<file path="src/rtl/mydesign_sweep_pkg.sv">
// Shared types and helpers for the sweep driver: FSM state, default MISR polynomial,
// MISR step and popcount.
package mydesign_sweep_pkg;

   typedef enum logic [1:0] {StIdle, StRun, StDrain, StDone} sweep_state_e;

   localparam logic [15:0] SigPolyDefault = 16'h1021;

   // Generic MISR step for widths up to 32 bits; bits at and above width are masked off.
   function automatic logic [31:0] misr_step(input logic [31:0]  sig,
                                             input logic [31:0]  poly,
                                             input logic [31:0]  data,
                                             input int unsigned  width);
      logic [31:0] mask;
      logic [31:0] nxt;
      mask = (width >= 32) ? 32'hFFFF_FFFF : ((32'd1 << width) - 32'd1);
      nxt  = (sig << 1) ^ (sig[5'(width - 1)] ? poly : 32'd0) ^ data;
      return nxt & mask;
   endfunction

   function automatic logic [5:0] popcount(input logic [31:0] v);
      logic [5:0] cnt;
      cnt = '0;
      for (int i = 0; i < 32; i++) begin
         cnt = cnt + {5'd0, v[i]};
      end
      return cnt;
   endfunction

endpackage

</file>
<file path="src/rtl/mydesign_sweep_misr.sv">
// Multiple-input signature register with synchronous clear and enable.
module mydesign_sweep_misr
   import mydesign_sweep_pkg::*;
#(
   parameter int unsigned SIG_W    = 16,
   parameter logic [31:0] SIG_POLY = 32'(SigPolyDefault)
) (
   input  logic             clk_ci,
   input  logic             rst_ni,
   input  logic             clr_i,
   input  logic             en_i,
   input  logic [SIG_W-1:0] data_i,
   output logic [SIG_W-1:0] sig_o
);

   logic [SIG_W-1:0] sig_q, sig_d;
   logic [31:0]      step;

   always_comb begin
      step  = misr_step(32'(sig_q), SIG_POLY, 32'(data_i), SIG_W);
      sig_d = sig_q;
      if (clr_i) begin
         sig_d = '0;
      end else if (en_i) begin
         sig_d = step[SIG_W-1:0];
      end
   end

   always_ff @(posedge clk_ci or negedge rst_ni) begin
      if (!rst_ni) begin
         sig_q <= '0;
      end else begin
         sig_q <= sig_d;
      end
   end

   assign sig_o = sig_q;

endmodule

</file>
<file path="src/rtl/mydesign_sweep_driver.sv">
// Exhaustive operand sweep with latency-aligned MISR capture of the DUT result.
// Optional result toggle counter enabled by `define MYDESIGN_SWEEP_TOGGLE_CNT_EN.
module mydesign_sweep_driver
   import mydesign_sweep_pkg::*;
#(
   parameter int unsigned N_IN     = 4,
   parameter int unsigned N_OUT    = 6,
   parameter int unsigned LATENCY  = 1,
   parameter int unsigned SIG_W    = 16,
   parameter logic [31:0] SIG_POLY = 32'(SigPolyDefault)
) (
   input  logic             clk_ci,
   input  logic             rst_ni,
   input  logic             start_i,
   output logic [N_IN-1:0]  operand_a_o,
   output logic [N_IN-1:0]  operand_b_o,
   input  logic [N_OUT-1:0] result_i,
   output logic             busy_o,
   output logic             done_o,
   output logic [SIG_W-1:0] signature_o,
   output logic [15:0]      toggle_cnt_o
);

   localparam int unsigned IdxW = 2 * N_IN;

   sweep_state_e       state_q, state_d;
   logic [IdxW-1:0]    idx_q, idx_d;
   logic [LATENCY-1:0] vld_q, vld_d;
   logic               clr;
   logic               sample;

   assign sample = vld_q[LATENCY-1];

   always_comb begin
      state_d = state_q;
      idx_d   = idx_q;
      clr     = 1'b0;
      // Valid pipe tracks in-flight operands; it empties exactly LATENCY cycles after RUN.
      vld_d   = LATENCY'({vld_q, (state_q == StRun)});
      unique case (state_q)
         StIdle, StDone: begin
            if (start_i) begin
               clr     = 1'b1;
               idx_d   = '0;
               state_d = StRun;
            end
         end
         StRun: begin
            if (idx_q == '1) begin
               state_d = StDrain;
            end else begin
               idx_d = idx_q + 1'b1;
            end
         end
         StDrain: begin
            if (vld_d == '0) begin
               state_d = StDone;
            end
         end
         default: state_d = StIdle;
      endcase
   end

   always_ff @(posedge clk_ci or negedge rst_ni) begin
      if (!rst_ni) begin
         state_q <= StIdle;
         idx_q   <= '0;
         vld_q   <= '0;
      end else begin
         state_q <= state_d;
         idx_q   <= idx_d;
         vld_q   <= vld_d;
      end
   end

   assign operand_a_o = idx_q[IdxW-1:N_IN];
   assign operand_b_o = idx_q[N_IN-1:0];
   assign busy_o      = (state_q == StRun) || (state_q == StDrain);
   assign done_o      = (state_q == StDone);

   mydesign_sweep_misr #(
      .SIG_W    (SIG_W),
      .SIG_POLY (SIG_POLY)
   ) u_misr (
      .clk_ci (clk_ci),
      .rst_ni (rst_ni),
      .clr_i  (clr),
      .en_i   (sample),
      .data_i (SIG_W'(result_i)),
      .sig_o  (signature_o)
   );

`ifdef MYDESIGN_SWEEP_TOGGLE_CNT_EN
   logic [N_OUT-1:0] prev_q, prev_d;
   logic [15:0]      tog_q, tog_d;
   logic [16:0]      tog_sum;

   always_comb begin
      prev_d  = prev_q;
      tog_d   = tog_q;
      tog_sum = {1'b0, tog_q} + 17'(popcount(32'(result_i ^ prev_q)));
      if (clr) begin
         prev_d = '0;
         tog_d  = '0;
      end else if (sample) begin
         prev_d = result_i;
         tog_d  = tog_sum[16] ? 16'hFFFF : tog_sum[15:0];
      end
   end

   always_ff @(posedge clk_ci or negedge rst_ni) begin
      if (!rst_ni) begin
         prev_q <= '0;
         tog_q  <= '0;
      end else begin
         prev_q <= prev_d;
         tog_q  <= tog_d;
      end
   end

   assign toggle_cnt_o = tog_q;
`else
   assign toggle_cnt_o = '0;
`endif

endmodule

</file>
<file path="config.mk">
export PLATFORM = sky130hd
export DESIGN_NAME = mydesign_sweep_driver
export DESIGN_NICKNAME = d
export VERILOG_FILES = /design/src/rtl/mydesign_sweep_pkg.sv /design/src/rtl/mydesign_sweep_misr.sv /design/src/rtl/mydesign_sweep_driver.sv
export SDC_FILE = /design/constraint.sdc
export NUM_CORES = 1
export LEC_CHECK = 0
export BUFFER_PORTS_ARGS = -buffer_cell sky130_fd_sc_hd__buf_2
export CORE_ASPECT_RATIO = 0.9
export CORE_MARGIN = 2
export CORE_UTILIZATION = 49
export CTS_CLUSTER_DIAMETER = 50
export DETAILED_ROUTE_END_ITERATION = 8
export HOLD_SLACK_MARGIN = 0.06
export PLACE_DENSITY = 0.79
export SLEW_MARGIN = 0
export SYNTH_ARGS = -nofsm -noshare
export SYNTH_HDL_FRONTEND = slang
export SYNTH_SLANG_ARGS = --single-unit
</file>
<file path="constraint.sdc">
create_clock -name clk_ci -period 2.2 [get_ports clk_ci]
set_input_delay 0.11 -clock clk_ci [delete_from_list [all_inputs] [get_ports clk_ci]]
set_output_delay 0.11 -clock clk_ci [all_outputs]
set_load 0.02 [all_outputs]
</file>
==> After elaboration in Yosys (flattened, before gate mapping) <==
Cells that the tools add are included.
{ "totals": {"register_bits": 27, "in_bits": 9, "out_inout_bits": 42} }
{ "classes": {"addsub": 1, "eq_ne": 7, "muxes": 11, "n_bitwise": 2, "n_reduce_logical": 7} }
{ "ops": {"columns": ["op", "count"], "rows": [
  ["$mux 16", 2],
  ["$mux 8", 2],
  ["$pmux 8 s2", 1],
  ["$xor 16x16->16", 1],
  ["$xor 16x6->16", 1],
  ["$mux 13", 1],
  ["$add 8x1->8 const B", 1],
  ["$eq 8x8->1 const B", 1],
  ["$pmux 2 s3", 1],
  ["$eq 2x2->1 const B", 2],
  ["$mux 2", 2],
  ["$ne 2x2->1 const B", 2],
  ["$reduce_bool 2->1", 2],
  ["$reduce_and 3->1", 1],
  ["$eq 2x1->1 const B", 1],
  ["$logic_not 2->1", 1],
  ["$mux 1", 2],
  ["$ne 2x1->1 const B", 1],
  ["$reduce_and 2->1", 1],
  ["$reduce_or 2->1", 1],
  ["$logic_or 1x1->1", 1]
]} }

==> Logic depth before layout (Yosys ltp) <==
Gate-level depths: netlist (run 1).
{ "logic_depth": {"ltp_word": 5, "ltp_mapped": 7} }

==> Hierarchy <==
Synthesis (run 1) repeated with hierarchy kept, for this count alone.
{ "hier_totals": {"cells_unflattened": 156, "area_unflattened_um2": 1541.5} }
{ "modules_own_cells": {"columns": ["module", "n_inst", "cells_each", "area_per_inst_um2", "seq_area_each_um2"], "rows": [
  ["mydesign_sweep_misr", 1, 69, 784.5, 400.4],
  ["mydesign_sweep_driver", 1, 87, 757.0, 275.3]
]} }

==> Worst setup path before layout (run 1) <==
Ideal clock, no wire load.
{ "synth_timing": {"kind": "register to register", "startpoint": "register state_q[0]", "endpoint": "register idx_q[5]", "setup_time_ns": 0.077, "t_arrival_ns": 1.584, "slack_ns": 0.539, "stages_incl_launch_ff": 6, "path_buffers": 0, "synth_period_minus_slack_ns": 1.661, "path_cell_list": "dfrtp_1 -> ha_1 -> nand2b_2 -> nand2_1 -> or4_1 -> o21ai_1"} }
{ "synth_via": {"elab_chain_cells": 4, "elab_cells_between_ends": 9, "cone_classes": "eq/ne (4); mux (1); reduce/logical (4)"} }
{ "synth_rtl": {"columns": ["element", "line", "source"], "rows": [
  ["start, declared", "mydesign_sweep_driver.sv:26", "sweep_state_e state_q, state_d;"],
  ["start signal, assigned", "mydesign_sweep_driver.sv:66", "state_q <= StIdle;"],
  ["start signal, assigned", "mydesign_sweep_driver.sv:70", "state_q <= state_d;"],
  ["$eq 2x2->1 / $logic_not 2->1 (equally long branches)", "mydesign_sweep_driver.sv:40", "unique case (state_q)"],
  ["$reduce_or 2->1", "mydesign_sweep_driver.sv:40", null],
  ["$ne 2x2->1 (no source line) / $reduce_bool 2->1 (equally long branches)", null, null],
  ["$reduce_and 3->1 (no source line)", null, null],
  ["end signal, assigned", "mydesign_sweep_driver.sv:71", "idx_q <= idx_d;"],
  ["end, declared", "mydesign_sweep_driver.sv:27", "logic [IdxW-1:0] idx_q, idx_d;"]
]} }
Parallel ways exist; a longest one is shown, timed or not.
A chain may end at the register's enable or synchronous reset.

==> Worst setup path in the final report (run 1) <==
{ "layout_timing": {"startpoint": "register state_q[1]", "endpoint": "register idx_q[5]"} }
{ "layout_via": {"elab_cells_between_ends": 9, "cone_classes": "eq/ne (4); mux (1); reduce/logical (4)"} }
{ "layout_rtl": {"columns": ["element", "line", "source"], "rows": [
  ["$eq 2x1->1 (*)", null, null],
  ["named net vld_d", "mydesign_sweep_driver.sv:28", "logic [LATENCY-1:0] vld_q, vld_d;"],
  ["$ne 2x2->1 (no source line) / $reduce_bool 2->1 (equally long branches)", null, null],
  ["$reduce_and 3->1 (no source line)", null, null]
]} }
The timed path passes the listed nets; every way through them passes the cells marked *.

==> reports/metrics.cfg, run 1 <==
[clock_network]
cts_buffer_depth=2
cts_root_buf=clkbuf_4
clk_latency_ps=320
cts_made_buffers=3
cts_tree=yes
cts.sinks=27
cts_hold_buf=3
ctsResizeCount=0
cts_setup_buffers=0
h-tree-depth=1
path_clk_slew_ps=150

[detailed_routing]
wl_per_cell_um=12.0
drc_errors=0
via_per_inst=4.90
drtAntennaViolNets=0
drt-initial-drc-count=67
drt_wl_total_mm=2.61
dr.pass1.iters=4
vias=1069

[layout]
area_growth_pct=14.1
fin_nets=192
drive_gt1_share_pct=23.6
diodes=0
seqCellArea_um2=676
n_fill_cell=254
multi_input_area_um2=653
fin_area_mm2=0.00164

[critical_path]
cp_slowest_stage_delay_ps=550
start_kind=flip-flop
cp_num_buf_inv=1
cp.required_ps=2470
crit_slowest_cell=or4_1
crit_chain=inv_1 > ha_1 > nand2_1 > or4_1 > o21ai_1
cp_top_family=simple AND/OR/NAND/NOR gates
cp-end-kind=flip-flop
path_max_fanout=12
cp.arrival_ps=2160
setup.worst_path.class=reg -> reg

[floorplan]
dieArea_mm2=0.00337
io_pins=51
rows=18
die_w_um=61.0
initial_utilization_pct=51.7
core_region_area_mm2=0.00277
die-height_um=55.3

[global_route]
grt-ovfl-total=0
track_usage_pct=16.3
grt_pass1_wl_mm=4.20
antenna_found_initial=0
grt_max_degree=28
grt_pass1_vias=966

[sta]
tns_ps=0
slew_viol_final=0
fmax_mhz=529
fin_skew_ps=4.34
finalSetupViolations=0
slew_headroom_pct=59.9
fin_crit_sh_pct=86.0
min_period_ps=1890
finalHoldViolCount=0
grt_setup_unrepaired=no
max_slew.worst_pin.slew_ps=601

[logic_synthesis]
synthDistinctLibCells=28
yosysSeqAreaShare_pct=47.2
syn-cell-area_mm2=0.00143
synth_cells=142
syn_area_per_cell_um2=10.1
ys_ff_latch=27
yosys_warnings=0

[power_and_ir_drop]
irDropWorstVdd_uv=680
p_leak_nw=0.846
power.density_mw_per_mm2=1270

[place]
portBuffers=34
place_congestion=0.849
placed_area_mm2=0.00158
hpwlAfterDp_mm=1.96

[outcome]
run_status=finished, final reports clean

[job]
max_cap_violations=0

[hold_path]
hp-class=in -> reg

report_power, final:
part | total, mW | switching (mW) | leakage (nW) | internal, mW
clock network | 0.218 | 0.148 | 0.0139 | 0.0695
logic | 1.09 | 0.685 | 0.475 | 0.410
registers | 0.764 | 0.121 | 0.357 | 0.643
area by class of cell:
cell class / count / share of cell area, %
sequential: 27 / 41.3
multi-input combinational: 104 / 39.9
tap: 40 / 3.06
clock buffer: 3 / 1.38
inverter: 5 / 1.15
timing repair buffer: 38 / 12.7
clock inverter: 1 / 0.459
cell usage in the layout, fill, tap and decap left out, drive strengths merged:
cell | synthesis | layout
buf | 18 | 35
dfrtp | 27 | 27
nor2 | 18 | 18
conb | 1 | 16
mux2i | 11 | 11
o21ai | 9 | 9
xnor2 | 8 | 8
nand2 | 7 | 7
a211oi | 6 | 6
nand3 | 6 | 6
inv | 5 | 5
ha | 4 | 4
and2 | 3 | 3
o31ai | 3 | 3
clkbuf | 3 | 3
dlygate4sd3 | 0 | 3
or3 | 2 | 2
a21oi | 2 | 2
nand2b | 1 | 1
nand4 | 1 | 1
or2 | 1 | 1
o311ai | 1 | 1
and3 | 1 | 1
or3b | 1 | 1
a21o | 1 | 1
or4 | 1 | 1
o21a | 1 | 1
clkinvlp | 0 | 1
worst register-to-register path, cell delays in order (launching register included):
cell and delay (ps):
dfrtp_1 420, inv_1 120, ha_1 390, nand2_1 230
or4_1 550, o21ai_1 130
state kept, by name, indices dropped and copies added, names as in the netlist:
signal	count
idx_q	8
sample	1
u_misr.sig_o	16
state_q	2
cell usage after synthesis:
cell type | number | area share, %
o31ai_1 | 3 | 1.6
and2_1 | 3 | 1.3
or4_1 | 1 | 0.52
buf_2 | 2 | 0.70
inv_1 | 5 | 1.3
or3_1 | 2 | 0.87
nand3_1 | 6 | 2.1
o21ai_1 | 1 | 0.35
mux2i_1 | 11 | 7.7
dfrtp_1 | 27 | 47
a21oi_1 | 2 | 0.70
o21a_1 | 1 | 0.52
clkbuf_1 | 3 | 0.79
or2_2 | 1 | 0.44
o311ai_4 | 1 | 1.8
and3_1 | 1 | 0.44
nor2_1 | 18 | 4.7
xnor2_1 | 8 | 4.9
a21o_1 | 1 | 0.52
a211oi_1 | 6 | 3.1
buf_4 | 16 | 8.4
nand4_1 | 1 | 0.44
or3b_1 | 1 | 0.61
conb_1 | 1 | 0.26
nand2b_2 | 1 | 0.61
o21ai_0 | 8 | 2.8
ha_1 | 4 | 3.5
nand2_1 | 7 | 1.8
stage by stage:
stage	utilization [%]	worst slack [ps]	instances	hold WS, ps	power, mW
final	59.0	309	218	73.1	2.08
after global placement	56.9	463	211	139	1.82
after floorplan	-	539	157	-186	1.61
after CTS	59.0	316	218	66.1	2.09
after global routing	59.0	156	218	84.0	2.24
after detailed placement	56.9	312	211	148	1.87
routing by layer:
metal  GRT usage, %  up-vias  wire, um
li1               -      521         -
met1           22.8      508      1210
met2           25.5       36      1240
met3           3.04        4       130
met4           4.66        0        29
met5              0        -         0
path summary, 6_finish.rpt:
| path | to | slack [ps] | start | cells after the start |
|---|---|---|---|---|
| min reg2reg | idx_q[0]$_DFFE_PN0P_ | 550 | idx_q[0]$_DFFE_PN0P_ | 1 |
| min | u_misr.sig_o[3]$_DFFE_PN0P_ | 70 | result_i[3] | 3 |
| max | idx_q[5]$_DFFE_PN0P_ | 310 | state_q[1]$_DFFE_PN0P_ | 5 |
| max reg2reg | idx_q[5]$_DFFE_PN0P_ | 310 | state_q[1]$_DFFE_PN0P_ | 5 |
| min in group asynchronous | u_misr.sig_o[6]$_DFFE_PN0P_ | 300 | rst_ni | 2 |
| max in group asynchronous | sample$_DFF_PN0_ | 1510 | rst_ni | 2 |
kinds of logic after synthesis:
family	Yosys count	synth area share, %
other	1	0.262
DFF	27	47.2
and+or+nand+nor	42	13.9
buffers and inverters	26	11.2
AOI/OAI and AO/OA	23	11.4
xor gates and xnor gates	8	4.89
adders and majority gates	4	3.49
muxes	11	7.69
(Power assumes the default switching activity.)
==> run 2, diff against run 1 <==
Settings changed: ABC_AREA set to 1, MAX_ROUTING_LAYER set to met4, PLACE_DENSITY 0.79 to 0.78.
==> reports/metrics.cfg, run 2 <==
[layout]
drive_gt1_share_pct=21.8  ; -1.8 points
n_fill_cell=269  ; +5.9%
fin_nets=220  ; +15%
diodes=0  ; unchanged
largest_register_ffs=16  ; unchanged
final_util_pct=58.8  ; -0.25 points
final_cell_mix=nand2_1 (36), buf_2 (34), dfrtp_1 (27)
area_growth_pct=11.7
final_common_cell=nand2_1

[critical_path]
crit_chain=ha_1 > nand2_2 > nand2_1 > inv_1 > nand2_1 > o22ai_1
cp.arrival_ps=1850  ; -310 ps
setup.worst_path.class=reg -> reg
cp_top_family=simple AND/OR/NAND/NOR gates
start_kind=flip-flop
cp_num_buf_inv=1  ; unchanged
cp-end-kind=flip-flop
crit_slowest_cell=dfrtp_1
path_max_fanout=16  ; +4
cpMostUsedCell=nand2_1
cp_slowest_stage_delay_ps=440  ; -110 ps
cp.required_ps=2420  ; -50 ps

[sta]
slew_headroom_pct=60.1  ; +0.19 points
finalSetupViolations=0  ; unchanged
fin_skew_ps=1.42  ; -2.91 ps
tns_ps=0  ; unchanged
grt_setup_unrepaired=no
max_slew.worst_pin.slew_ps=598  ; -2.87 ps
fmax_mhz=610  ; +15%
slew_viol_final=0  ; unchanged
worst_slack_ps=562  ; +253 ps
finalHoldViolCount=0  ; unchanged
min_period_ps=1640  ; -253 ps
fin_crit_sh_pct=74.5  ; -11 points

[power_and_ir_drop]
irDropWorstVdd_uv=758  ; +12%
power.density_mw_per_mm2=1100  ; -14%
total_power_mw=1.80  ; -13%
p_leak_nw=0.840  ; -0.72%

[logic_synthesis]
yosysMostFrequentCell=nand2_1
yosys_warnings=0  ; unchanged
yosysSeqAreaShare_pct=46.0  ; -1.2 points
synth_top_cell_by_area=dfrtp_1
synthTopCellsByCount=nand2_1 (36), dfrtp_1 (27), inv_1 (20)
synth_edf_count=0  ; unchanged
synthDistinctLibCells=21  ; -25%
synth_area_leaders=dfrtp_1 (46%), nand2_1 (9.2%), buf_4 (8.7%)
ys_ff_latch=27  ; unchanged
synthFlopType=dfrtp_1
syn-cell-area_mm2=0.00147  ; +2.6%
syn_area_per_cell_um2=8.65  ; -14%
async_flop_share_pct=100  ; unchanged
synth_top_area_share_pct=46.0  ; -1.2 points
synth_cells=170  ; +20%

[detailed_routing]
via_per_inst=4.61  ; -6.0%
drc_errors=0  ; unchanged
drt-initial-drc-count=51  ; -24%
wl_per_cell_um=10.6  ; -11%
drtAntennaViolNets=0  ; unchanged
vias=1134  ; +6.1%
drt_wl_total_mm=2.61  ; about the same
dr.pass1.iters=4  ; unchanged

[floorplan]
dieArea_mm2=0.00346  ; +2.4%
die_w_um=61.7  ; +1.2%
rows=18  ; unchanged
initial_utilization_pct=52.6  ; +0.93 points
core_region_area_mm2=0.00279  ; +0.81%
io_pins=51  ; unchanged
die-height_um=56.0  ; +1.2%

[place]
portBuffers=34  ; unchanged
pre_cts_ws_ps=600  ; +288 ps
hpwlAfterDp_mm=1.95  ; -0.61%
place_congestion=0.812  ; -4.3%

[outcome]
run_status=finished, final reports clean

[clock_network]
cts_made_buffers=3  ; unchanged
clk_latency_ps=320  ; about the same
cts_setup_buffers=0  ; unchanged
cts_tree=yes
path_clk_slew_ps=140  ; about the same
cts_buffer_depth=2  ; unchanged
h-tree-depth=1  ; unchanged
cts.sinks=27  ; unchanged
cts_root_buf=clkbuf_4

[job]
max_cap_violations=0  ; unchanged

[global_route]
track_usage_pct=16.5  ; +0.24 points
grt-ovfl-total=0  ; unchanged
grt_max_degree=28  ; unchanged
antenna_found_initial=0  ; unchanged
grt_pass1_vias=980  ; +1.4%
grt_pass1_wl_mm=4.22  ; +0.31%

[hold_path]
hp-class=in -> reg

==> run 2: cell count changes after synthesis, moves of 4 or more <==
cell / delta
nor2_1: -6
inv_1: +15
o22ai_1: +10
nand2_1: +29
mux2i_1: -11
nand3_1: +4
o21ai_0: +5
a211oi_1: -6
==> run 2: timing repair <==
| action | 4_1_cts | 5_1_grt |
|---|---|---|
| endpoints found under the hold margin | 28 | 0 |
| hold buffers | 2 | 0 |
| resized for setup | 0 | 0 |
==> run 2: final timing paths <==
path / from / to / slack [ps] / cells after the start
max in group asynchronous: rst_ni / state_q[1]$_DFFE_PN0P_ / 1500 / 2
worst max-delay path: state_q[0]$_DFFE_PN0P_ / u_misr.sig_o[5]$_DFFE_PN0P_ / 560 / 6
worst min register to register: state_q[1]$_DFFE_PN0P_ / state_q[1]$_DFFE_PN0P_ / 550 / 2
worst min-delay path: result_i[2] / u_misr.sig_o[2]$_DFFE_PN0P_ / 70 / 3
worst max register to register: state_q[0]$_DFFE_PN0P_ / u_misr.sig_o[5]$_DFFE_PN0P_ / 560 / 6
min in group asynchronous: rst_ni / u_misr.sig_o[6]$_DFFE_PN0P_ / 300 / 2
==> run 2: worst min-delay path, delay by kind of cell <==
| kind | cells | cell delay (ps) |
|---|---|---|
| XOR/XNOR | 1 | 110 |
| buffers and inverters | 1 | 90 |
| AO/OA/AOI/OAI | 1 | 60 |
==> run 2: area by class of cell <==
type / instances / area [um2] / share of cell area [%]
clock buffer: 3 / 22.5 / 1.37
clock inverter: 1 / 5.00 / 0.305
inverter: 20 / 75.1 / 4.57
multi-input combinational: 119 / 623 / 38.0
sequential: 27 / 676 / 41.2
tap: 40 / 50.0 / 3.05
timing repair buffer: 36 / 190 / 11.6
==> run 2: kinds of logic (layout without fill, tap and decap cells) <==
group                    Yosys count  count (layout)  synth area share (%)
other                              1              16                 0.255
AO/OA/AOI/OAI                     29              29                  11.6
buffers and inverters             39              60                  15.5
flip-flops                        27              27                  46.0
AND/OR/NAND/NOR                   63              63                  19.1
XOR/XNOR                           7               7                  4.17
adder cells (fa/ha/maj)            4               4                  3.40
==> run 2: stage by stage <==
stage               cell area [um2]  hold WS [ps]  instances
floorplan                      1530          -186        185
global placement               1590           153        240
detailed placement             1590           149        240
CTS                            1640          62.7        246
global route                   1640          72.0        246
finish                         1640          67.5        246
==> run 2: metal layers <==
layer / up-vias / GRT usage [%] / part of all wire [%]
met5: - / - / 0
met4: 0 / 3.04 / 0.69
met3: 2 / 4.19 / 4.9
met2: 38 / 23.0 / 43
met1: 502 / 24.6 / 51
li1: 592 / - / -
==> run 2: report_power, final <==
part | switching (mW) | internal (mW) | leakage, nW
registers | 0.0853 | 0.605 | 0.364
clock network | 0.142 | 0.0682 | 0.0177
logic | 0.630 | 0.272 | 0.458
total | 0.858 | 0.946 | 0.840
==> run 3, diff against run 2 <==
Settings changed: ABC_AREA 1 to 0, CORE_UTILIZATION 49 to 44, PLACE_DENSITY 0.78 to 0.75.
Clock period 2.2 ns to 1.5 ns, I/O delays scaled along.
==> reports/metrics.cfg, run 3 (synthesized netlist as in run 1, its figures left out) <==
[outcome]
run_status=complete, but fails checks
violations=negative setup slack

[critical_path]
crit_chain=inv_2 > ha_4 > nand2b_4 > nand2_4 > or4_4 > o21ai_2
crit_slowest_cell=or4_4
worst-path-stages=6  ; unchanged
path_max_fanout=4  ; -12
setup.worst_path.class=reg -> reg
rrSetupSlack_ps=-30  ; -590 ps
start_kind=flip-flop
r2r-end=idx_q[5]$_DFFE_PN0P_
endpoint=idx_q[5]$_DFFE_PN0P_
cp_num_buf_inv=1  ; unchanged
cp.required_ps=1770  ; -650 ps
cp_slowest_stage_delay_ps=470  ; +30 ps
worstRegToRegCells=6  ; unchanged
cp_top_family=simple AND/OR/NAND/NOR gates
startpoint=state_q[1]$_DFFE_PN0P_
regToRegStartpoint=state_q[1]$_DFFE_PN0P_
cp.arrival_ps=1800  ; -50 ps
cp-end-kind=flip-flop

[sta]
max_slew.worst_pin.slew_ps=602  ; +3.80 ps
finalHoldViolCount=0  ; unchanged
slew_viol_final=0  ; unchanged
fmax_mhz=655  ; +7.3%
slew_headroom_pct=59.9  ; -0.25 points
finalSetupViolations=2  ; +2
worst_slack_ps=-27.4  ; -589 ps
min_period_ps=1530  ; -111 ps
grt_setup_unrepaired=yes
fin_skew_ps=3.01  ; +1.58 ps
fin_crit_sh_pct=102  ; +27 points

[detailed_routing]
drt_wl_total_mm=3.11  ; +19%
drc_errors=0  ; unchanged
dr.pass1.iters=4  ; unchanged
vias=1182  ; +4.2%
drt-initial-drc-count=45  ; -12%
drtAntennaViolNets=0  ; unchanged
wl_per_cell_um=12.9  ; +22%
via_per_inst=4.93  ; +6.8%

[layout]
fin_nets=212  ; -3.6%
final_common_cell=buf_2
diodes=0  ; unchanged
n_fill_cell=265  ; -1.5%
area_growth_pct=34.2
final_cell_mix=buf_2 (34), dfrtp_1 (21), nor2_1 (18)
drive_gt1_share_pct=41.4  ; +20 points
largest_register_ffs=16  ; unchanged
multi_input_area_um2=747  ; +20%
layoutNonFillerInstCount=240  ; -2.4%
seqCellArea_um2=683  ; +1.1%

[place]
dp_cells=224  ; -6.7%
pre_cts_ws_ps=-163  ; -764 ps
hpwlAfterDp_mm=2.21  ; +13%
portBuffers=34  ; unchanged
place_congestion=0.796  ; -2.0%

[clock_network]
h-tree-depth=1  ; unchanged
path_clk_slew_ps=150  ; about the same
cts_tree=yes
cts_root_buf=clkbuf_4
cts_buffer_depth=2  ; unchanged
cts.sinks=27  ; unchanged
cts_made_buffers=3  ; unchanged
clk_latency_ps=330  ; about the same

[global_route]
track_usage_pct=17.7  ; +1.2 points
grt_max_degree=28  ; unchanged
grt-ovfl-total=0  ; unchanged
grt_pass1_vias=1112  ; +13%
met2_usage_pct=30.4  ; +7.3 points
grt_util_met3_pct=4.27  ; +0.086 points
grt_pass1_wl_mm=5.02  ; +19%
busiest_layer=met2
use_met1_pct=21.4  ; -3.2 points
antenna_found_initial=0  ; unchanged

[floorplan]
die-height_um=58.1  ; +3.9%
dieArea_mm2=0.00373  ; +7.9%
rows=19  ; +1
io_pins=51  ; unchanged
initial_utilization_pct=46.4  ; -6.3 points
die_w_um=64.1  ; +3.9%
core_region_area_mm2=0.00309  ; +11%

[hold_path]
hp-class=in -> reg

[power_and_ir_drop]
total_power_mw=3.69  ; +100%
power.density_mw_per_mm2=1920  ; +75%
p_leak_nw=0.964  ; +15%
irDropWorstVdd_uv=1110  ; +46%

[job]
max_cap_violations=0  ; unchanged

run 3: cell types whose count changed in the layout (fill, tap and decap cells not counted), moves of 5 or more:
cell / before / now
dlygate4sd3_1: 2 / 7
dfrtp_2: 0 / 6
a211oi_1: 0 / 6
inv_1: 20 / 4
o21ai_0: 13 / 0
o22ai_1: 10 / 0
nor2_1: 12 / 18
nand3_1: 10 / 4
dfrtp_1: 27 / 21
mux2i_1: 0 / 11
buf_4: 0 / 13
nand2_1: 36 / 4
run 3: metal layers:
layer	vias to the layer above	wire length [um]
li1	561	-
met1	576	1290
met2	41	1630
met3	4	168
met4	0	22
met5	-	0
run 3: repair_timing:
item | 4_1_cts | 5_1_grt
setup buffers | 4 | 1
endpoints found under the setup margin | 9 | 9
pin swaps | 5 | 7
endpoints found under the hold margin | 33 | 0
hold buffers | 7 | 0
gates resized for setup | 2 | 25
run 3: how the worst min path moves through the flow:
stage / startpoint / to / slack [ps] / cells after the start
2_1_floorplan: rst_ni / idx_q[0]$_DFFE_PN0P_ / -220 / 0
3_3_place_gp: rst_ni / u_misr.sig_o[6]$_DFFE_PN0P_ / 100 / 1
3_5_place_dp: rst_ni / u_misr.sig_o[5]$_DFFE_PN0P_ / 120 / 1
4_1_cts: result_i[5] / u_misr.sig_o[5]$_DFFE_PN0P_ / 200 / 5
5_1_grt: result_i[5] / u_misr.sig_o[5]$_DFFE_PN0P_ / 210 / 5
6_report: result_i[5] / u_misr.sig_o[5]$_DFFE_PN0P_ / 220 / 5
run 3: final cells by class:
| cell class | count | area share [%] |
|---|---|---|
| clock buffers | 3 | 1.17 |
| clock inverters | 1 | 0.390 |
| inverters | 5 | 0.976 |
| multi-input cells | 104 | 38.8 |
| flip-flops and latches | 27 | 35.5 |
| well taps | 42 | 2.73 |
| repair buffers | 58 | 20.4 |
run 3: tightest hold or removal path, stage by stage:
cell and delay (ps):
buf_2 90, xnor2_1 70, xnor2_1 140, mux2i_1 60
nor2_1 90
run 3: per-stage QoR:
step                      util [%]  cell area (um2)  hold WS (ps)  TNS [ps]
final                         62.2             1920           218     -30.0
after CTS                     59.6             1840           197      -167
after floorplan                  -             1530          -221     -17.4
after global placement        55.3             1710           104     -82.1
after global routing          62.2             1920           208      -256
after detailed placement      55.3             1710           118      -889
run 3: power by group:
part,leakage (nW),internal [mW],switching [mW]
Combinational,0.602,1.00,1.25
Sequential,0.348,0.948,0.174
Clock,0.0139,0.102,0.221
Total,0.964,2.05,1.64
